===== src/rtl/mcpu_pkg.sv =====
// Shared definitions for the MIPS pipeline front end: fetch FSM encoding,
// decode-bound word width and the default reset PC.
package mcpu_pkg;

    typedef enum logic [1:0] {
        StFetch,
        StWait,
        StHold
    } fetch_state_e;

    localparam int unsigned ID_DATA_W = 62;

    // Word address of byte 0x3000.
    localparam logic [31:2] RESET_PC_DEF = 30'h0C00;

endpackage


===== src/rtl/if_hold_buf.sv =====
// One-entry skid buffer that parks a returning instruction word while decode
// is stalled. Clear wins over load, and load wins over drain.
module if_hold_buf
    import mcpu_pkg::*;
(
    input  logic                 clk,
    input  logic                 rst,
    input  logic                 load,
    input  logic                 drain,
    input  logic                 clear,
    input  logic [ID_DATA_W-1:0] din,
    output logic [ID_DATA_W-1:0] dout,
    output logic                 full
);

    logic [ID_DATA_W-1:0] data_q;
    logic                 full_q;

    always_ff @(posedge clk or negedge rst) begin
        if (!rst) begin
            data_q <= '0;
            full_q <= 1'b0;
        end else if (clear) begin
            full_q <= 1'b0;
        end else if (load) begin
            data_q <= din;
            full_q <= 1'b1;
        end else if (drain) begin
            full_q <= 1'b0;
        end
    end

    assign dout = data_q;
    assign full = full_q;

endmodule


===== src/rtl/if_fetch.sv =====
// Instruction-fetch stage: PC, single-outstanding imem handshake, hold buffer.
// Define IF_DELAY_SLOT_EN for MIPS delay-slot redirects; otherwise redirects kill.
module if_fetch
    import mcpu_pkg::*;
#(
    parameter logic [31:2] RESET_PC = RESET_PC_DEF
) (
    input  logic                 clk,
    input  logic                 rst,
    input  logic                 IF_STALL,
    input  logic                 IF_FLUSH,
    input  logic                 i_redirect,
    input  logic [31:2]          i_NPC,
    output logic                 im_req,
    output logic [31:2]          im_addr,
    input  logic                 im_rvalid,
    input  logic [31:0]          im_rdata,
    output logic [ID_DATA_W-1:0] o_ID_DATA,
    output logic                 o_ID_VALID
);

    fetch_state_e         state_q, state_d;
    logic [31:2]          pc_q, pc_d, pc_inc, next_pc, fetch_addr;
    logic [31:2]          pend_npc_q, pend_npc_d;
    logic                 pend_valid_q, pend_valid_d;
    logic                 kill_q, kill_redir;
    logic                 redir, accept, rsp, live;
    logic                 take, park, drop, drain, issue_fetch;
    logic [ID_DATA_W-1:0] hold_data;
    logic                 hold_full;

    assign redir  = i_redirect && !IF_STALL;
    assign accept = !IF_STALL && !IF_FLUSH;
    assign pc_inc = pc_q + 30'd1;

    // A redirect on this edge bypasses the pending register so the fetch after
    // the in-flight word already goes to the target.
    assign next_pc    = redir ? i_NPC : (pend_valid_q ? pend_npc_q : pc_inc);
    assign fetch_addr = pend_valid_q ? pend_npc_q : pc_q;

`ifdef IF_DELAY_SLOT_EN
    assign kill_redir = 1'b0;
    assign kill_q     = 1'b0;
`else
    assign kill_redir = redir;

    always_ff @(posedge clk or negedge rst) begin
        if (!rst) begin
            kill_q <= 1'b0;
        end else if (state_q == StWait && kill_redir && !im_rvalid) begin
            kill_q <= 1'b1;
        end else if (drop) begin
            kill_q <= 1'b0;
        end
    end
`endif

    assign rsp         = (state_q == StWait) && im_rvalid;
    assign live        = rsp && !kill_q && !kill_redir;
    assign take        = live && accept;
    assign park        = live && !accept;
    assign drop        = rsp && (kill_q || kill_redir);
    assign drain       = (state_q == StHold) && accept && !kill_redir;
    assign issue_fetch = (state_q == StFetch) && !kill_redir;

    always_ff @(posedge clk or negedge rst) begin
        if (!rst) begin
            state_q <= StFetch;
        end else begin
            state_q <= state_d;
        end
    end

    always_comb begin
        state_d = state_q;
        unique case (state_q)
            StFetch: if (issue_fetch) state_d = StWait;
            StWait: begin
                if (drop) begin
                    state_d = StFetch;
                end else if (park) begin
                    state_d = StHold;
                end
            end
            StHold:  if (drain || kill_redir) state_d = StFetch;
            default: state_d = StFetch;
        endcase
    end

    always_comb begin
        im_req  = 1'b0;
        im_addr = pc_q;
        unique case (state_q)
            StFetch: begin
                im_req  = rst && issue_fetch;
                im_addr = fetch_addr;
            end
            StWait: begin
                im_req  = rst && take;
                im_addr = take ? next_pc : pc_q;
            end
            default: ;
        endcase
    end

    always_comb begin
        pc_d         = pc_q;
        pend_valid_d = pend_valid_q;
        pend_npc_d   = pend_npc_q;
        if (issue_fetch) begin
            pc_d = fetch_addr;
        end else if (take || drain) begin
            pc_d = next_pc;
        end
        if (redir && !(take || drain)) begin
            pend_valid_d = 1'b1;
            pend_npc_d   = i_NPC;
        end else if (take || drain || issue_fetch) begin
            pend_valid_d = 1'b0;
        end
    end

    always_ff @(posedge clk or negedge rst) begin
        if (!rst) begin
            pc_q         <= RESET_PC;
            pend_valid_q <= 1'b0;
            pend_npc_q   <= '0;
        end else begin
            pc_q         <= pc_d;
            pend_valid_q <= pend_valid_d;
            pend_npc_q   <= pend_npc_d;
        end
    end

    always_ff @(posedge clk or negedge rst) begin
        if (!rst) begin
            o_ID_DATA  <= '0;
            o_ID_VALID <= 1'b0;
        end else if (kill_redir) begin
            o_ID_VALID <= 1'b0;
        end else if (take) begin
            o_ID_DATA  <= {pc_inc, im_rdata};
            o_ID_VALID <= 1'b1;
        end else if (drain) begin
            o_ID_DATA  <= hold_data;
            o_ID_VALID <= 1'b1;
        end else if (!IF_STALL) begin
            o_ID_VALID <= 1'b0;
        end
    end

    if_hold_buf u_hold_buf (
        .clk   (clk),
        .rst   (rst),
        .load  (park),
        .drain (drain),
        .clear (kill_redir),
        .din   ({pc_inc, im_rdata}),
        .dout  (hold_data),
        .full  (hold_full)
    );

    // A response is only legal while a request is outstanding.
    assert property (@(posedge clk) disable iff (!rst) im_rvalid |-> state_q == StWait);
    assert property (@(posedge clk) disable iff (!rst) state_q == StHold |-> hold_full);

endmodule


===== config.mk =====
export PLATFORM = sky130hd
export DESIGN_NAME = if_fetch
export DESIGN_NICKNAME = d
export VERILOG_FILES = /design/src/rtl/mcpu_pkg.sv /design/src/rtl/if_hold_buf.sv /design/src/rtl/if_fetch.sv
export SDC_FILE = /design/constraint.sdc
export NUM_CORES = 1
export LEC_CHECK = 0
export ABC_AREA = 1
export BUFFER_PORTS_ARGS = -buffer_cell sky130_fd_sc_hd__buf_2
export CORE_ASPECT_RATIO = 1.2
export CORE_MARGIN = 3
export CORE_UTILIZATION = 40
export CTS_CLUSTER_SIZE = 12
export DETAILED_ROUTE_END_ITERATION = 7
export HOLD_SLACK_MARGIN = 0.03
export SETUP_SLACK_MARGIN = 0.5
export SYNTH_ARGS = -nofsm -noshare
export SYNTH_HDL_FRONTEND = slang
export SYNTH_SLANG_ARGS = --single-unit

===== constraint.sdc =====
create_clock -name clk -period 5 [get_ports clk]
set_clock_uncertainty 0.1 [all_clocks]
set_input_delay 0.5 -clock clk [delete_from_list [all_inputs] [get_ports clk]]
set_output_delay 0.5 -clock clk [all_outputs]
set_load 0.01 [all_outputs]

Yosys cells after proc, flatten, opt, wreduce, memory -nomap -nowiden:

Cells that the tools add are included.

* reductions and logical operators: 35
* equality and inequality tests: 6
* add/subtract/negate cells: 1
* multiplexer cells: 23
* bitwise logic cells: 1

Operator list (count)
* $mux 30: 6
* $mux 62: 2
* $pmux 30 s2: 1
* $add 30x1->30 const B: 1
* $logic_and 1x1->1: 16
* $mux 1: 8
* $mux 2: 4
* $reduce_bool 2->1: 4
* $logic_not 1->1: 7
* $pmux 2 s3: 1
* $logic_or 1x1->1: 4
* $ne 4x1->1 const B: 1
* $reduce_and 2->1: 2
* $ne 3x3->1 const B: 1
* $reduce_and 3->1: 1
* $eq 2x1->1 const B: 1
* $eq 2x2->1 const B: 1
* $logic_not 2->1: 1
* $ne 2x1->1 const B: 1
* $ne 2x2->1 const B: 1
* $pmux 1 s2: 1
* $not 1->1: 1

* register bits: 189
* logic and storage cells: 74
* input port bits: 68

Longest topological paths before layout:

* depth in word-level cells: 9
* gate-level depth with buffers: 14
* mapped depth without buffers: 14

Hierarchy:

From an unflattened synthesis, not the netlist that was laid out.

* cell total of the unflattened synthesis: 1500
* area, all modules: 10460.0 µm²

By module, submodules not included
* if_fetch: times used 1, area an instance 7968.9 µm², seq. area each 3180.6 µm², cells each 1227
* if_hold_buf: times used 1, area an instance 2491.1 µm², seq. area each 1576.5 µm², cells each 273

Worst setup path before layout:

No wires, ideal clock.

* kind: reg2out
* from: register pc_q[2] (netlist bit)
* to: output im_addr[18] (netlist bit)
* data arrival time: 1681 ps
* stages on the path, launching flop included: 13
* required time: 4400 ps
* path slack: 2719 ps
* path buffers: 0
* path through: dfrtp_1 > ha_1 > inv_1 > nor2_1 > nand2_1 > nor2_1 > xor2_1 > nand2_1 > nand2_1 > nand2_1 > nand3_1 > nand2_1 > nand2_1

* longest elaborated chain between the ends: 5

RTL lines
* from (decl): RTL line if_fetch.sv:23 `logic [31:2] pc_q, pc_d, pc_inc, next_pc, fetch_addr;`
* from (signal assigned): RTL line if_fetch.sv:129 `pc_q <= pc_d;`
* $add 30x1->30: RTL line if_fetch.sv:34 `assign pc_inc = pc_q + 30'd1;`
* $mux 30 (2 in a row): RTL line if_fetch.sv:38 `assign next_pc = redir ? i_NPC : (pend_valid_q ? pend_npc_q : pc_inc);`
* $mux 30: RTL line if_fetch.sv:100 `im_addr = take ? next_pc : pc_q;`
* $pmux 30 s2: RTL line if_fetch.sv:93 `unique case (state_q)`
* to (decl): RTL line if_fetch.sv:15 `output logic [31:2] im_addr,`

No other way between the ends.

Worst setup path after layout:

Same ends and word-level chain as after synthesis.

==> results by group <==
Placement
  • Placer Congestion: roughly 0.92
  • Port bufs: 161
  • DP Wirelength: 21.2 mm
  • Placed insts: between 1,500 and 2,000

Global routing
  • M3 GR Usage: between 4 and 5%
  • Vias in the first global route: roughly 9,400
  • Met2 Usage GRT: a little under two fifths
  • Initial antenna violation count: 0
  • GR Util met1: a little under a third
  • Gr usage total: roughly 24%
  • Global-route wire length before repair: a little over 50 mm
  • Gr ovfl total: 0
  • Largest net degree at the start of global routing: about 110
  • GR peak layer: met2

Synthesis
  • Post-Synthesis Cells: ~1,400
  • Register bit total from synthesis: between 150 and 200
  • Syn Nets: 1,478
  • Sequential fraction of the synthesis area: a little under half
  • Ys Warns: 0
  • Distinct cells, synth: 37
  • Mean Syn Cell Area: slightly above 7 µm²
  • Mapped Area: between 10,000 and 15,000 µm²

Job
  • Max-cap violation count: 0

Clock network
  • CTS tree: done
  • CTS resizes: 0
  • Hold buffer count at CTS: 1
  • CTS root buffer: clkbuf_16
  • Htree depth: 4
  • Postcts setup bufs: 0
  • Clk Latency, worst-skew pair: around 0.44 ns
  • # clock sinks: between 150 and 200
  • Cts bufs inserted: 17
  • Bufs on Longest Clock Path: 2
  • Reg clk slew, reported paths: 0.08 ns

Worst hold path
  • Hold crit path type: input pin to register

Layout
  • Sequential Area: ~4700 µm²
  • Syn-to-layout area delta: 16.0%
  • Cell Count, Final, Fillers Out: roughly 1,900
  • # nets final: 1,597
  • Area of the multi-input gates: between 4000 and 5000 µm²
  • Share of cells above drive strength 1: 14.7%
  • Filler cells: about 2,500
  • Antenna cell count: 0

Timing
  • RSZ-0062 raised after global routing: no
  • Fin crit period: approximately 3.6 ns
  • Fin. max-slew vios: 0
  • Max_slew headroom: a little over 30%
  • Final setup vio count: 0
  • Final Hold Fails: 0
  • Setup TNS: 0 ns
  • Fmax: around 280 MHz
  • Actual slew at the worst max-slew pin: just over 1 ns
  • Final period utilization: between 70% and 80%
  • Tightest hold margin: roughly 0.16 ns

Power
  • Pint: 4.15 mW
  • Sequential share of power: roughly a third
  • Comb pwr share: 46.1%
  • Worst VDD drop: 0.287 mV
  • Switching Share: a little under half
  • P_leak: between 6 and 7 nW
  • Power density over the cells: 652 nW/µm²
  • Clock power frac: between 10% and 20%
  • P_sw: between 3 and 4 mW

Floorplanning
  • Core Rows: 63
  • Die area: 27,200 µm²
  • Initial Utilization: between 40% and 50%
  • CORE AREA: ~25,000 µm²
  • Die height: approximately 180 µm
  • IO Pins: 162
  • Die width: 151 µm

Setup path
  • Worst path arrival time: between 3 and 4 ns
  • Bufs and invs on worst path: 2
  • Cell Chain, Critical Path: ha_1, inv_1, nor2_1, nand2_1, nor2_1, xor2_1, nand2_1, nand2_1, nand2_1, nand3_1, nand2_1, nand2_1, buf_2
  • Worst-path maximum fanout: 8
  • Critical Path RT: about 4.4 ns
  • Critical path's slowest cell: dfrtp_1
  • CP dominant cell by count: nand2_1
  • CP endpoint kind: output pin
  • Crit Path Class: register to output pin
  • Cell family with most CP delay: simple AND/OR/NAND/NOR gates
  • Crit start category: register
  • Crit-path max cell delay: between 0.5 and 0.6 ns

Drt
  • Final antenna-violating net count: 0
  • Drt total wl: roughly 32 mm
  • DR iter-0 viols: 842
  • DRC errors left: 0
  • Via density: between 5 and 6
  • Drt pass-1 iters: 5
  • WL per Instance: between 15 and 20 µm
  • Routed vias: between 9,000 and 10,000

Run status
  • Outcome: complete, no violations
==> cell type report <==
cell class	instances	share of cell area (%)
Inverter	113	3.68
Sequential cell	189	40.4
Multi-Input combinational cell	1032	39.3
Clock inverter	14	1.50
Timing Repair Buffer	175	7.97
Tap cell	325	3.47
Clock buffer	18	3.66
==> cells in the final DEF (no fill, tap or decap), drive strengths merged <==
cell type,synthesis,routed
a21oi,64,64
a211oi,1,1
bufinv,0,2
o221ai,15,15
a22oi,12,12
clkinv,3,8
a21boi,3,3
inv,110,116
o22ai,51,51
a21o,1,1
xnor2,1,1
nand2,538,538
dlygate4sd3,0,1
a31oi,3,3
nand3,69,69
clkbuf,40,19
o21bai,4,4
xor2,11,11
o31ai,1,1
ha,1,1
o21ai,80,80
and2,2,2
buf,35,173
nor2,163,163
o211ai,3,3
clkinvlp,0,1
dfrtp,187,187
o21a,9,9
dfstp,2,2
==> power groups by stage <==
stage	combinational, mW	clock (mW)	sequential [mW]
floorplan	2.21	0	2.67
global placement	3.48	0	2.70
detailed placement	3.54	0	2.70
CTS	3.55	1.45	2.69
global route	3.99	1.52	2.78
finish	3.53	1.43	2.69
==> flip-flops by register name (all words and copies together) (netlist names) <==
register	count
kill_q	1
o_ID_DATA	62
o_ID_VALID	1
pc_q	30
pend_npc_q	30
pend_valid_q	1
state_q	2
u_hold_buf.dout	62
==> routing by layer <==
layer  wire (µm)  vias to the layer above
met5           0                        -
met4        1330                        0
met3        2040                       66
met2       15200                      353
met1       13700                     4574
li1            -                     4762
==> tightest hold or removal path, delay by kind of cell <==
family | cells | cell delay, ns
and+or+nand+nor | 2 | 0.08
buffers and inverters | 1 | 0.09
==> per-stage QoR <==
stage | total power, mW | area, µm² | setup slack [ns] | util [%]
final | 7.65 | 11700 | 1.38 | 47.4
after global routing | 8.29 | 11700 | 1.18 | 47.4
after CTS | 7.68 | 11700 | 1.39 | 47.4
after detailed placement | 6.24 | 11100 | 1.59 | 44.9
after global placement | 6.18 | 11100 | 1.68 | 44.9
after floorplan | 4.87 | 10100 | 2.72 | -
==> cell usage after synthesis <==
| master | count | area (µm²) |
|---|---|---|
| o211ai_1 | 3 | 22.5 |
| nand2_2 | 1 | 6.26 |
| nor2_4 | 1 | 11.3 |
| dfrtp_1 | 187 | 4680 |
| o21bai_1 | 4 | 30.0 |
| buf_4 | 5 | 37.5 |
| inv_2 | 6 | 22.5 |
| a22oi_1 | 12 | 90.1 |
| a31oi_1 | 3 | 18.8 |
| inv_4 | 1 | 6.26 |
| nor2_1 | 156 | 586 |
| a21o_1 | 1 | 7.51 |
| o22ai_1 | 51 | 319 |
| nand2_1 | 535 | 2010 |
| nor2_8 | 1 | 20.0 |
| a21boi_0 | 3 | 22.5 |
| o21ai_0 | 80 | 400 |
| nor2_2 | 5 | 31.3 |
| nand3_1 | 69 | 345 |
| buf_6 | 1 | 11.3 |
| clkbuf_1 | 40 | 150 |
| a211oi_1 | 1 | 7.51 |
| and2_1 | 2 | 12.5 |
| buf_2 | 22 | 110 |
| a21oi_1 | 64 | 320 |
| clkinv_4 | 1 | 8.76 |
| xnor2_1 | 1 | 8.76 |
| o221ai_1 | 15 | 131 |
| ha_1 | 1 | 12.5 |
| clkinv_1 | 2 | 7.51 |
| xor2_1 | 11 | 96.3 |
| dfstp_2 | 2 | 52.6 |
| o31ai_1 | 1 | 7.51 |
| inv_1 | 103 | 387 |
| buf_1 | 7 | 26.3 |
| nand2_4 | 2 | 22.5 |
| o21a_1 | 9 | 67.6 |
==> logic make-up (layout without fill, tap and decap cells) <==
group / Yosys count / after routing / share of synthesized area [%]
AOI/OAI and AO/OA: 247 / 247 / 14.3
and+or+nand+nor: 772 / 772 / 30.1
xor gates and xnor gates: 12 / 12 / 1.04
buffers and inverters: 188 / 320 / 7.59
DFF: 189 / 189 / 46.8
adders and majority gates: 1 / 1 / 0.124
==> worst paths after layout <==
check	from	endpoint	slack [ns]	cells past startpoint
max in group asynchronous	rst	u_hold_buf.dout[3]	3.12	3
min reg2reg	u_hold_buf.dout[34]	u_hold_buf.dout[34]	0.38	2
min in group asynchronous	rst	pend_npc_q[29]	0.57	2
max reg2reg	state_q[1]	pc_q[14]	1.74	10
max	pc_q[2]	im_addr[18]	1.38	13
min	im_rdata[18]	u_hold_buf.dout[18]	0.16	3
Power figures use the tool's default switching activity.
